## src/rtl/memc_pkg.sv

```systemverilog
// Shared definitions for the BRAM memory controller host side: state encoding,
// default bus widths and the controller's BIST patterns.
package memc_pkg;

    localparam int DEF_DATA_WIDTH = 8;
    localparam int DEF_ADDR_WIDTH = 12;
    localparam int WAIT_W         = 3;

    // Patterns the controller writes during its power-on self test.
    localparam logic [7:0] BIST_PAT_A = 8'h55;
    localparam logic [7:0] BIST_PAT_B = 8'hAA;

    typedef enum logic [6:0] {
        ST_BOOT   = 7'b0000001,
        ST_IDLE   = 7'b0000010,
        ST_SETUP  = 7'b0000100,
        ST_STROBE = 7'b0001000,
        ST_WAIT   = 7'b0010000,
        ST_RESP   = 7'b0100000,
        ST_ERROR  = 7'b1000000
    } host_state_t;

endpackage

```

## src/rtl/memc_host_timer.sv

```systemverilog
// Loadable down-counter that saturates at zero; used for read-latency/write-gap
// waiting and for the busy timeout.
module memc_host_timer #(
    parameter int WIDTH = 3,
    parameter int INIT  = 0
) (
    input  logic             clk,
    input  logic             reset,
    input  logic             load,
    input  logic [WIDTH-1:0] load_val,
    input  logic             dec,
    output logic             zero
);

    logic [WIDTH-1:0] count;

    always_ff @(posedge clk) begin
        if (reset)
            count <= WIDTH'(INIT);
        else if (load)
            count <= load_val;
        else if (dec && count != '0)
            count <= count - WIDTH'(1);
    end

    assign zero = (count == '0);

endmodule

```

## src/rtl/memc_host.sv

```systemverilog
// Request-side initiator for the BRAM memory controller. Optional busy timeout
// is enabled with MEMC_HOST_TIMEOUT_EN.
module memc_host
    import memc_pkg::*;
#(
    parameter int DATA_WIDTH     = DEF_DATA_WIDTH,
    parameter int ADDR_WIDTH     = DEF_ADDR_WIDTH,
    parameter int RD_LATENCY     = 3,
    parameter int TIMEOUT_CYCLES = 32768
) (
    input  logic                  host_clk,
    input  logic                  host_reset,
    input  logic                  req_valid,
    output logic                  req_ready,
    input  logic                  req_we,
    input  logic [ADDR_WIDTH-1:0] req_addr,
    input  logic [DATA_WIDTH-1:0] req_wdata,
    output logic                  rsp_valid,
    output logic [DATA_WIDTH-1:0] rsp_rdata,
    output logic                  host_err,
    input  logic                  memc_busy,
    output logic                  memc_rd_enable,
    output logic                  memc_wr_enable,
    output logic [ADDR_WIDTH-1:0] memc_addr,
    output logic [DATA_WIDTH-1:0] memc_wr_data,
    input  logic [DATA_WIDTH-1:0] memc_rd_data
);

    if (RD_LATENCY < 1 || RD_LATENCY > 7) begin : g_bad_latency
        $error("memc_host: RD_LATENCY must be 1..7");
    end
    if (TIMEOUT_CYCLES < 1) begin : g_bad_timeout
        $error("memc_host: TIMEOUT_CYCLES must be positive");
    end

    host_state_t       state, state_nxt;
    logic              lat_we;
    logic              wait_zero;
    logic              tmo;
    logic [WAIT_W-1:0] wait_val;

    // WAIT lasts wait_val+1 cycles: RD_LATENCY for reads, one for writes.
    assign wait_val = lat_we ? '0 : WAIT_W'(RD_LATENCY - 1);

    memc_host_timer #(.WIDTH(WAIT_W), .INIT(0)) u_wait (
        .clk      (host_clk),
        .reset    (host_reset),
        .load     (state == ST_STROBE),
        .load_val (wait_val),
        .dec      (state == ST_WAIT),
        .zero     (wait_zero)
    );

`ifdef MEMC_HOST_TIMEOUT_EN
    localparam int TMO_W = $clog2(TIMEOUT_CYCLES + 1);

    logic busy_wait, tmo_zero;

    assign busy_wait = (state == ST_BOOT) || (state == ST_SETUP);

    // Reloads on any break in the busy run, so only consecutive busy cycles count.
    memc_host_timer #(.WIDTH(TMO_W), .INIT(TIMEOUT_CYCLES - 1)) u_tmo (
        .clk      (host_clk),
        .reset    (host_reset),
        .load     (!memc_busy || !busy_wait || state_nxt != state),
        .load_val (TMO_W'(TIMEOUT_CYCLES - 1)),
        .dec      (memc_busy && busy_wait),
        .zero     (tmo_zero)
    );

    assign tmo = memc_busy && busy_wait && tmo_zero;

    always_ff @(posedge host_clk) begin
        if (host_reset) host_err <= 1'b0;
        else            host_err <= (state_nxt == ST_ERROR);
    end
`else
    assign tmo      = 1'b0;
    assign host_err = 1'b0;
`endif

    always_comb begin
        state_nxt = state;
        case (state)
            ST_BOOT:   if (!memc_busy) state_nxt = ST_IDLE;
                       else if (tmo)   state_nxt = ST_ERROR;
            ST_IDLE:   if (req_valid)  state_nxt = ST_SETUP;
            ST_SETUP:  if (!memc_busy) state_nxt = ST_STROBE;
                       else if (tmo)   state_nxt = ST_ERROR;
            ST_STROBE: state_nxt = ST_WAIT;
            ST_WAIT:   if (wait_zero)  state_nxt = ST_RESP;
            ST_RESP:   state_nxt = ST_IDLE;
            ST_ERROR:  state_nxt = ST_ERROR;
            default:   state_nxt = ST_BOOT;
        endcase
    end

    // Outputs are registered from the next state so they line up with it.
    always_ff @(posedge host_clk) begin
        if (host_reset) begin
            state          <= ST_BOOT;
            lat_we         <= 1'b0;
            req_ready      <= 1'b0;
            rsp_valid      <= 1'b0;
            rsp_rdata      <= '0;
            memc_rd_enable <= 1'b0;
            memc_wr_enable <= 1'b0;
            memc_addr      <= '0;
            memc_wr_data   <= '0;
        end else begin
            state          <= state_nxt;
            req_ready      <= (state_nxt == ST_IDLE);
            rsp_valid      <= (state_nxt == ST_RESP);
            memc_rd_enable <= (state_nxt == ST_STROBE) && !lat_we;
            memc_wr_enable <= (state_nxt == ST_STROBE) && lat_we;
            if (state == ST_IDLE && req_valid) begin
                lat_we       <= req_we;
                memc_addr    <= req_addr;
                memc_wr_data <= req_wdata;
            end
            if (state == ST_WAIT && wait_zero && !lat_we)
                rsp_rdata <= memc_rd_data;
        end
    end

endmodule

```

## config.mk

```make
export PLATFORM = sky130hd
export DESIGN_NAME = memc_host
export DESIGN_NICKNAME = d
export VERILOG_FILES = /design/src/rtl/memc_pkg.sv /design/src/rtl/memc_host_timer.sv /design/src/rtl/memc_host.sv
export SDC_FILE = /design/constraint.sdc
export NUM_CORES = 1
export LEC_CHECK = 0
export CELL_PAD_IN_SITES_DETAIL_PLACEMENT = 1
export CELL_PAD_IN_SITES_GLOBAL_PLACEMENT = 1
export CORE_ASPECT_RATIO = 1.5
export CORE_MARGIN = 2
export CORE_UTILIZATION = 31
export CTS_CLUSTER_DIAMETER = 200
export DETAILED_ROUTE_END_ITERATION = 10
export PLACE_DENSITY = 0.81
export SLEW_MARGIN = 20
export SYNTH_ARGS = -nofsm -noshare
export SYNTH_HDL_FRONTEND = slang
export SYNTH_SLANG_ARGS = --single-unit
```

## constraint.sdc

```tcl
create_clock -name host_clk -period 2.2 [get_ports host_clk]
set_clock_uncertainty 0.1 [all_clocks]
set_input_delay 0.33 -clock host_clk [delete_from_list [all_inputs] [get_ports host_clk]]
set_output_delay 0.33 -clock host_clk [all_outputs]
set_load 0.01 [all_outputs]
```

Word level (Yosys, flattened, before mapping)

Index checks and enable logic that the tools add are counted.
Widths: inputs -> output; s select.

Reduce and logical (&&, ||, !) cells: 10
Eq/ne operators: 10
Mux-type cells: 8
$add $sub $neg: 1

Operators with widths:

| kind                | count |
|---|---|
| $pmux 7 s7          | 1 |
| $mux 7              | 4 |
| $eq 7x2->1 const B  | 2 |
| $eq 7x4->1 const B  | 2 |
| $eq 7x6->1 const B  | 2 |
| $eq 7x1->1 const B  | 1 |
| $eq 7x3->1 const B  | 1 |
| $eq 7x5->1 const B  | 1 |
| $eq 7x7->1 const B  | 1 |
| $logic_and 1x1->1   | 6 |
| $mux 3              | 2 |
| $logic_not 3->1     | 1 |
| $reduce_bool 3->1   | 1 |
| $sub 3x1->3 const B | 1 |
| $mux 2              | 1 |
| $reduce_bool 2->1   | 1 |
| $logic_not 1->1     | 1 |

Register bits after elaboration: 43
Logic and storage cells: 39
Output and inout port bits: 33

Longest topological paths before layout

Gate-level depths: netlist of run 1.

Depth after elaboration: 5
Gate-level depth with buffers: 7
Mapped depth without buffers: 6

Cells and area by module

From an unflattened synthesis of run 1, not the netlist that was laid out.

Cell total of the unflattened synthesis: 174
Area total of the unflattened synthesis: 1,764.2 sq um

Modules (own cells, without submodules):

| module          | area an instance (sq um) | times used | seq. area each (sq um) | cells an instance |
|---|---|---|---|---|
| memc_host       | 1,581.5                  | 1          | 800.8                  | 153 |
| memc_host_timer | 182.7                    | 1          | 60.1                   | 21 |

Worst setup path before layout of run 1

Ideal clock, no wire load.

Kind: register to register
Start: reg state[0]
End: reg rsp_rdata[0]
Setup slack: 616 ps
Arrival: 1,357 ps
Path buffers: 2
Library setup time: 128 ps
Cell stages (with the launch flop): 7
Data required time: 1,972 ps
Cells stage by stage: dfxtp_1 buf_4 nor4_4 and4bb_1 buf_6 mux2i_1 nor2_1

Cells in the longest elaborated chain, start to end: 3

RTL lines:

| what                            | line             | source |
|---|---|---|
| from (decl)                     | memc_host.sv:36  | `host_state_t state, state_nxt;` |
| from (signal assigned)          | memc_host.sv:111 | `state <= state_nxt;` |
| $eq 7x5->1                      | memc_host.sv:121 | `if (state == ST_WAIT && wait_zero && !lat_we)` |
| $logic_and 1x1->1 (2 in series) | memc_host.sv:121 |  |
| to (signal assigned)            | memc_host.sv:122 | `rsp_rdata <= memc_rd_data;` |
| to (decl)                       | memc_host.sv:19  | `output logic [DATA_WIDTH-1:0] rsp_rdata,` |

Every way passes these cells.
A chain may end at the register's enable or synchronous reset.

Worst setup path in the final report of run 1

Start: reg u_wait.count[0]
End: reg rsp_rdata[1]

Cells in the longest elaborated chain, start to end: 3

RTL lines:

| what                            | line                  | source |
|---|---|---|
| from (decl)                     | memc_host_timer.sv:15 | `logic [WIDTH-1:0] count;` |
| from (signal assigned)          | memc_host_timer.sv:19 | `count <= WIDTH'(INIT);` |
| from (signal assigned)          | memc_host_timer.sv:21 | `count <= load_val;` |
| from (signal assigned)          | memc_host_timer.sv:23 | `count <= count - WIDTH'(1);` |
| $logic_not 3->1                 | memc_host_timer.sv:26 | `assign zero = (count == '0);` |
| $logic_and 1x1->1 (2 in series) | memc_host.sv:121      |  |

Every way passes these cells.

==> results.sh, run 1 <==
export IMPL_core_um2=5410
export IMPL_num_vias=1600
export IMPL_period_minus_slack_ns=1.82
export IMPL_diodes=0
export IMPL_drv_cap=0
export IMPL_ctsResizeCount=0
export IMPL_netlist_area_um2=1720
export IMPL_synth_area_leaders="dfxtp_1, nand2_1, a21oi_1"
export IMPL_grt_util_all_layers=0.158
export IMPL_power_leakage_nw=0.858
export IMPL_pin_count=66
export IMPL_cts_made_buffers=5
export IMPL_antenna_found_initial=0
export IMPL_fp_row_count=33
export IMPL_first_iter_violations=51
export IMPL_syn_inst=196
export IMPL_cts_tree="built"
export IMPL_fmaxAchievable_mhz=549
export IMPL_place_gp_congestion=0.733
export IMPL_worstPathMaxFanout=8
export IMPL_crit_type="reg -> reg"
export IMPL_synth_seq_cells=43
export IMPL_setup_viol=0
export IMPL_synth_net_count=231
export IMPL_grt_pass1_wl_mm=7.41
export IMPL_cp_end_kind="flip-flop"
export IMPL_grt_pass1_vias=1642
export IMPL_clk_pin_slew_ns=0.08
export IMPL_yosysMostFrequentCell="nand2_1"
export IMPL_synth_top_family_by_area="simple AND/OR/NAND/NOR gates"
export IMPL_synth_edf_count=0
export IMPL_ys_seq_area_frac=0.499
export IMPL_total_power_mw=1.44
export IMPL_finalSetupTns_ns=0
export IMPL_synth_fa_ha_area_frac=0.0145
export IMPL_detail_route_antenna_nets=0
export IMPL_muxShareOfSynthArea=0.0464
export IMPL_postRouteWirelength_mm=4.50
export IMPL_synth_xor_area_share=0.0203
export IMPL_synth_async_reset_ratio=0
export IMPL_drive_gt1_frac=0.0692
export IMPL_cts_buffer_depth=2
export IMPL_nets=294
export IMPL_die_width_um=64.9
export IMPL_grt_overflow_total=0
export IMPL_fin_crit_sh=0.827
export IMPL_synth_compound_area_share=0.107
export IMPL_ctsHtreeMaxLevel=2
export IMPL_cts_sinks=43
export IMPL_yosysWarnings=0
export IMPL_io_buffers=64
export IMPL_startpoint_type="flip-flop"
export IMPL_placed_area_um2=2420
export IMPL_synth_common_cells="nand2_1, dfxtp_1, a21oi_1, nor2_1, mux2i_1"
export IMPL_synth_distinct_cells=40
export IMPL_via_per_inst=4.85
export IMPL_synthSimpleGateAreaFrac=0.266
export IMPL_cp_arrival_ns=1.90
export IMPL_hpwl_mm=3.44
export IMPL_drtPass1Iterations=4
export IMPL_grt_max_degree=24
export IMPL_syn_area_per_cell_um2=8.80
export IMPL_finalHoldViolCount=0
export IMPL_die_y_um=95.3
export IMPL_max_vdd_ir_drop_mv=0.374
export IMPL_synth_ff_type="dfxtp_1"
export IMPL_status="finished clean"
export IMPL_hold_class="reg -> reg"
export IMPL_synth_top_cell_area_share=0.499
export IMPL_final_area_um2=2500
export IMPL_wire_per_inst_um=13.6
export IMPL_clk_latency_ns=0.29
export IMPL_grt_setup_unrepaired="no"
export IMPL_cts_root_buf="clkbuf_8"
export IMPL_dieArea_um2=6190
export IMPL_postCtsHoldBufs=0
export IMPL_start_util=0.319
export IMPL_postCtsSetupBuffers=0
export IMPL_area_growth_pct=45.1
export IMPL_drv_slew=0
export IMPL_powerDensity_nw_per_um2=576
export IMPL_hold_slack_ns=0.355
export IMPL_yosysTopAreaCell="dfxtp_1"
export IMPL_drc=0
export IMPL_worstPathRequired_ns=2.28
==> report_power, final <==
part / total (mW) / internal, mW / switching [mW] / leakage, nW
Sequential: 0.808 / 0.790 / 0.0179 / 0.347
Combinational: 0.153 / 0.0917 / 0.0617 / 0.469
Clock: 0.479 / 0.223 / 0.256 / 0.0422
Total: 1.44 / 1.10 / 0.336 / 0.858
==> worst paths after layout <==
kind                     endpoint  slack [ns]             from  cells after the start
hold / removal    memc_wr_data[1]        0.35  memc_wr_data[1]                      2
setup / recovery     rsp_rdata[1]        0.38  u_wait.count[0]                      6
setup reg to reg     rsp_rdata[1]        0.38  u_wait.count[0]                      6
hold reg to reg   memc_wr_data[1]        0.35  memc_wr_data[1]                      2
==> sequential cells by signal, summed over array words and instances (netlist names) <==
signal and count:
u_wait.count 3, rsp_valid 1, memc_addr 12, memc_wr_enable 1
memc_rd_enable 1, lat_we 1, rsp_rdata 8, memc_wr_data 8
state 7, req_ready 1
==> worst max-delay path, cell delays in order (launching register included) <==
cell	delay [ns]
dfxtp_1	0.33
inv_1	0.08
ha_1	0.15
nand2b_1	0.14
and4bb_1	0.62
mux2i_1	0.24
nor2_1	0.05
==> per-stage QoR <==
stage / util / worst slack [ns] / cells
floorplan: - / 0.616 / 196
global placement: 0.448 / 0.448 / 322
detailed placement: 0.448 / 0.375 / 322
CTS: 0.463 / 0.367 / 330
global route: 0.463 / 0.230 / 330
finish: 0.463 / 0.380 / 330
==> cells in the final DEF, fill, tap and decap left out, types with 2 or more instances in the layout <==
| cell | count |
|---|---|
| nand2_1 | 44 |
| nor2_1 | 14 |
| nand3_1 | 2 |
| nand4_1 | 3 |
| nor2b_1 | 4 |
| xor2_1 | 3 |
| nor3_1 | 5 |
| dfxtp_1 | 43 |
| and3_1 | 2 |
| clkdlybuf4s50_1 | 64 |
| clkbuf_1 | 2 |
| mux2i_1 | 8 |
| buf_4 | 5 |
| a21oi_1 | 26 |
| clkbuf_8 | 5 |
| o21ai_0 | 4 |
| inv_1 | 2 |
| ha_1 | 2 |
==> layout make-up <==
cell class / count / area [µm²]
Multi-Input combinational cell: 138 / 787
Fill cell: 652 / 2910
Timing Repair Buffer: 69 / 678
Inverter: 2 / 7.51
Sequential cell: 43 / 861
Clock inverter: 1 / 5.00
Clock buffer: 7 / 76.3
Tap cell: 70 / 87.6
==> cells by family (layout without fill, tap and decap cells) <==
group,after synthesis,after routing
AOI/OAI and AO/OA,34,34
xor gates and xnor gates,4,4
adders and majority gates,2,2
buffers and inverters,15,79
DFF,43,43
muxes,8,8
other,1,1
and+or+nand+nor,89,89
==> routing by layer <==
layer	share of wire	wire [µm]	GRT usage	up-vias
met1	0.36	1610	0.141	776
li1	-	-	-	780
met5	0	0	0	-
met4	0.028	127	0.0922	0
met2	0.58	2610	0.319	34
met3	0.035	157	0.0272	10
Power figures use the tool's default switching activity.
==> run 2: changes to the inputs <==
==> constraint.sdc (replaced) <==
create_clock -name host_clk -period 1.7 [get_ports host_clk]
set_clock_uncertainty 0.1 [all_clocks]
set_input_delay 0.255 -clock host_clk [delete_from_list [all_inputs] [get_ports host_clk]]
set_output_delay 0.255 -clock host_clk [all_outputs]
set_load 0.01 [all_outputs]
==> results.sh, run 2 (synthesis results as in run 1) <==
export IMPL_status="finished clean"
export IMPL_finalNonFillerCells=337
export IMPL_fin_crit_sh=0.933
export IMPL_crit_path_start="state[3]"
export IMPL_fmaxAchievable_mhz=631
export IMPL_final_area_um2=2630
export IMPL_finalSetupTns_ns=0
export IMPL_num_vias=1612
export IMPL_startpoint_type="flip-flop"
export IMPL_clk_pin_slew_ns=0.08
export IMPL_regMostFlops="memc_addr"
export IMPL_cts_buffer_depth=2
export IMPL_largest_register_ffs=12
export IMPL_crit_slowest_cell="dfxtp_1"
export IMPL_postRouteWirelength_mm=4.65
export IMPL_clk_latency_ns=0.29
export IMPL_hold_class="reg -> reg"
export IMPL_first_iter_violations=25
export IMPL_ctsHtreeMaxLevel=2
export IMPL_grt_util_all_layers=0.163
export IMPL_area_growth_pct=52.7
export IMPL_fp_row_count=33
export IMPL_drive_gt1_frac=0.109
export IMPL_final_setup_worst_slack_ns=0.114
export IMPL_final_core_util=0.487
export IMPL_worstPathMaxFanout=8
export IMPL_drc=0
export IMPL_wire_per_inst_um=13.8
export IMPL_powerDensity_nw_per_um2=767
export IMPL_cp_arrival_ns=1.67
export IMPL_endpoint="rsp_rdata[3]"
export IMPL_crit_type="reg -> reg"
export IMPL_timing_critical_path_depth=5
export IMPL_crit_family="simple AND/OR/NAND/NOR gates"
export IMPL_top_regs="memc_addr x12, memc_wr_data x8, rsp_rdata x8"
export IMPL_cts_tree="built"
export IMPL_nets=302
export IMPL_die_y_um=95.3
export IMPL_hpwl_mm=3.51
export IMPL_max_vdd_ir_drop_mv=0.459
export IMPL_cts_root_buf="clkbuf_8"
export IMPL_ff2ff_setup_slack_ns=0.11
export IMPL_r2r_worst_path_cells=5
export IMPL_path_cells="nor4_4 -> and4bb_1 -> buf_12 -> mux2i_1 -> nor2_1"
export IMPL_final_common_cell="clkdlybuf4s50_1"
export IMPL_via_per_inst=4.78
export IMPL_pin_count=66
export IMPL_grt_max_degree=25
export IMPL_worst_path_buf_inv=1
export IMPL_placed_area_um2=2520
export IMPL_hold_slack_ns=0.351
export IMPL_power_leakage_nw=0.925
export IMPL_place_gp_congestion=0.718
export IMPL_finalHoldViolCount=0
export IMPL_rr_endpoint="rsp_rdata[3]"
export IMPL_grt_pass1_wl_mm=7.72
export IMPL_total_power_mw=2.02
export IMPL_dp_cells=330
export IMPL_drv_slew=0
export IMPL_grt_overflow_total=0
export IMPL_setup_viol=0
export IMPL_grt_pass1_vias=1698
export IMPL_mostFrequentLayoutCells="clkdlybuf4s50_1, nand2_1, dfxtp_1"
export IMPL_cp_end_kind="flip-flop"
export IMPL_dp_slack_ns=0.0873
export IMPL_dieArea_um2=6190
export IMPL_drv_cap=0
export IMPL_antenna_found_initial=0
export IMPL_detail_route_antenna_nets=0
export IMPL_diodes=0
export IMPL_cts_made_buffers=5
export IMPL_core_um2=5410
export IMPL_start_util=0.319
export IMPL_die_width_um=64.9
export IMPL_grt_setup_unrepaired="no"
export IMPL_drtPass1Iterations=3
export IMPL_cts_sinks=43
export IMPL_worstPathRequired_ns=1.79
export IMPL_period_minus_slack_ns=1.59
export IMPL_rr_startpoint="state[3]"
export IMPL_max_stage_delay_ns=0.39
export IMPL_io_buffers=64
-- run 2: metal layers --
layer  vias to the layer above  routed length (µm)  share of wire  track usage
met1                       779                1770           0.38        0.167
met2                        29                2650           0.57        0.315
met4                         0                  98          0.021       0.0638
met5                         -                   0              0            0
met3                         7                 126          0.027       0.0331
li1                        797                   -              -            -
-- run 2: cell type report --
type                       count  area, µm²
multi-input combinational    138        796
sequential                    43        863
clock inverter                 1       30.0
tap                           70       87.6
inverter                       2       7.51
timing repair buffer          77        776
fill                         641       2780
clock buffer                   6       72.6
-- run 2: timing repair --
action,4_1_cts,5_1_grt
gates resized for setup,0,4
setup endpoints to repair,0,18
hold buffers,0,0
buffers inserted,0,0
hold endpoints to repair,0,0
-- run 2: worst min path at each step --
stage	startpoint	endpoint	slack (ns)	cells after the start
6_report	memc_addr[11]	memc_addr[11]	0.35	2
5_1_grt	memc_addr[11]	memc_addr[11]	0.37	2
4_1_cts	memc_addr[11]	memc_addr[11]	0.35	2
2_1_floorplan	req_we	lat_we	0.30	2
3_5_place_dp	memc_addr[11]	memc_addr[11]	0.34	2
3_3_place_gp	memc_addr[10]	memc_addr[10]	0.34	2
-- run 2: worst register-to-register path: stages (launching register included) --
cell and delay [ns]:
dfxtp_1 0.39, nor4_4 0.31, and4bb_1 0.28, buf_12 0.15, mux2i_1 0.20, nor2_1 0.06
-- run 2: power breakdown --
part | switching (mW) | internal, mW
Sequential | 0.0192 | 1.02
Clock | 0.322 | 0.430
Combinational | 0.0885 | 0.134
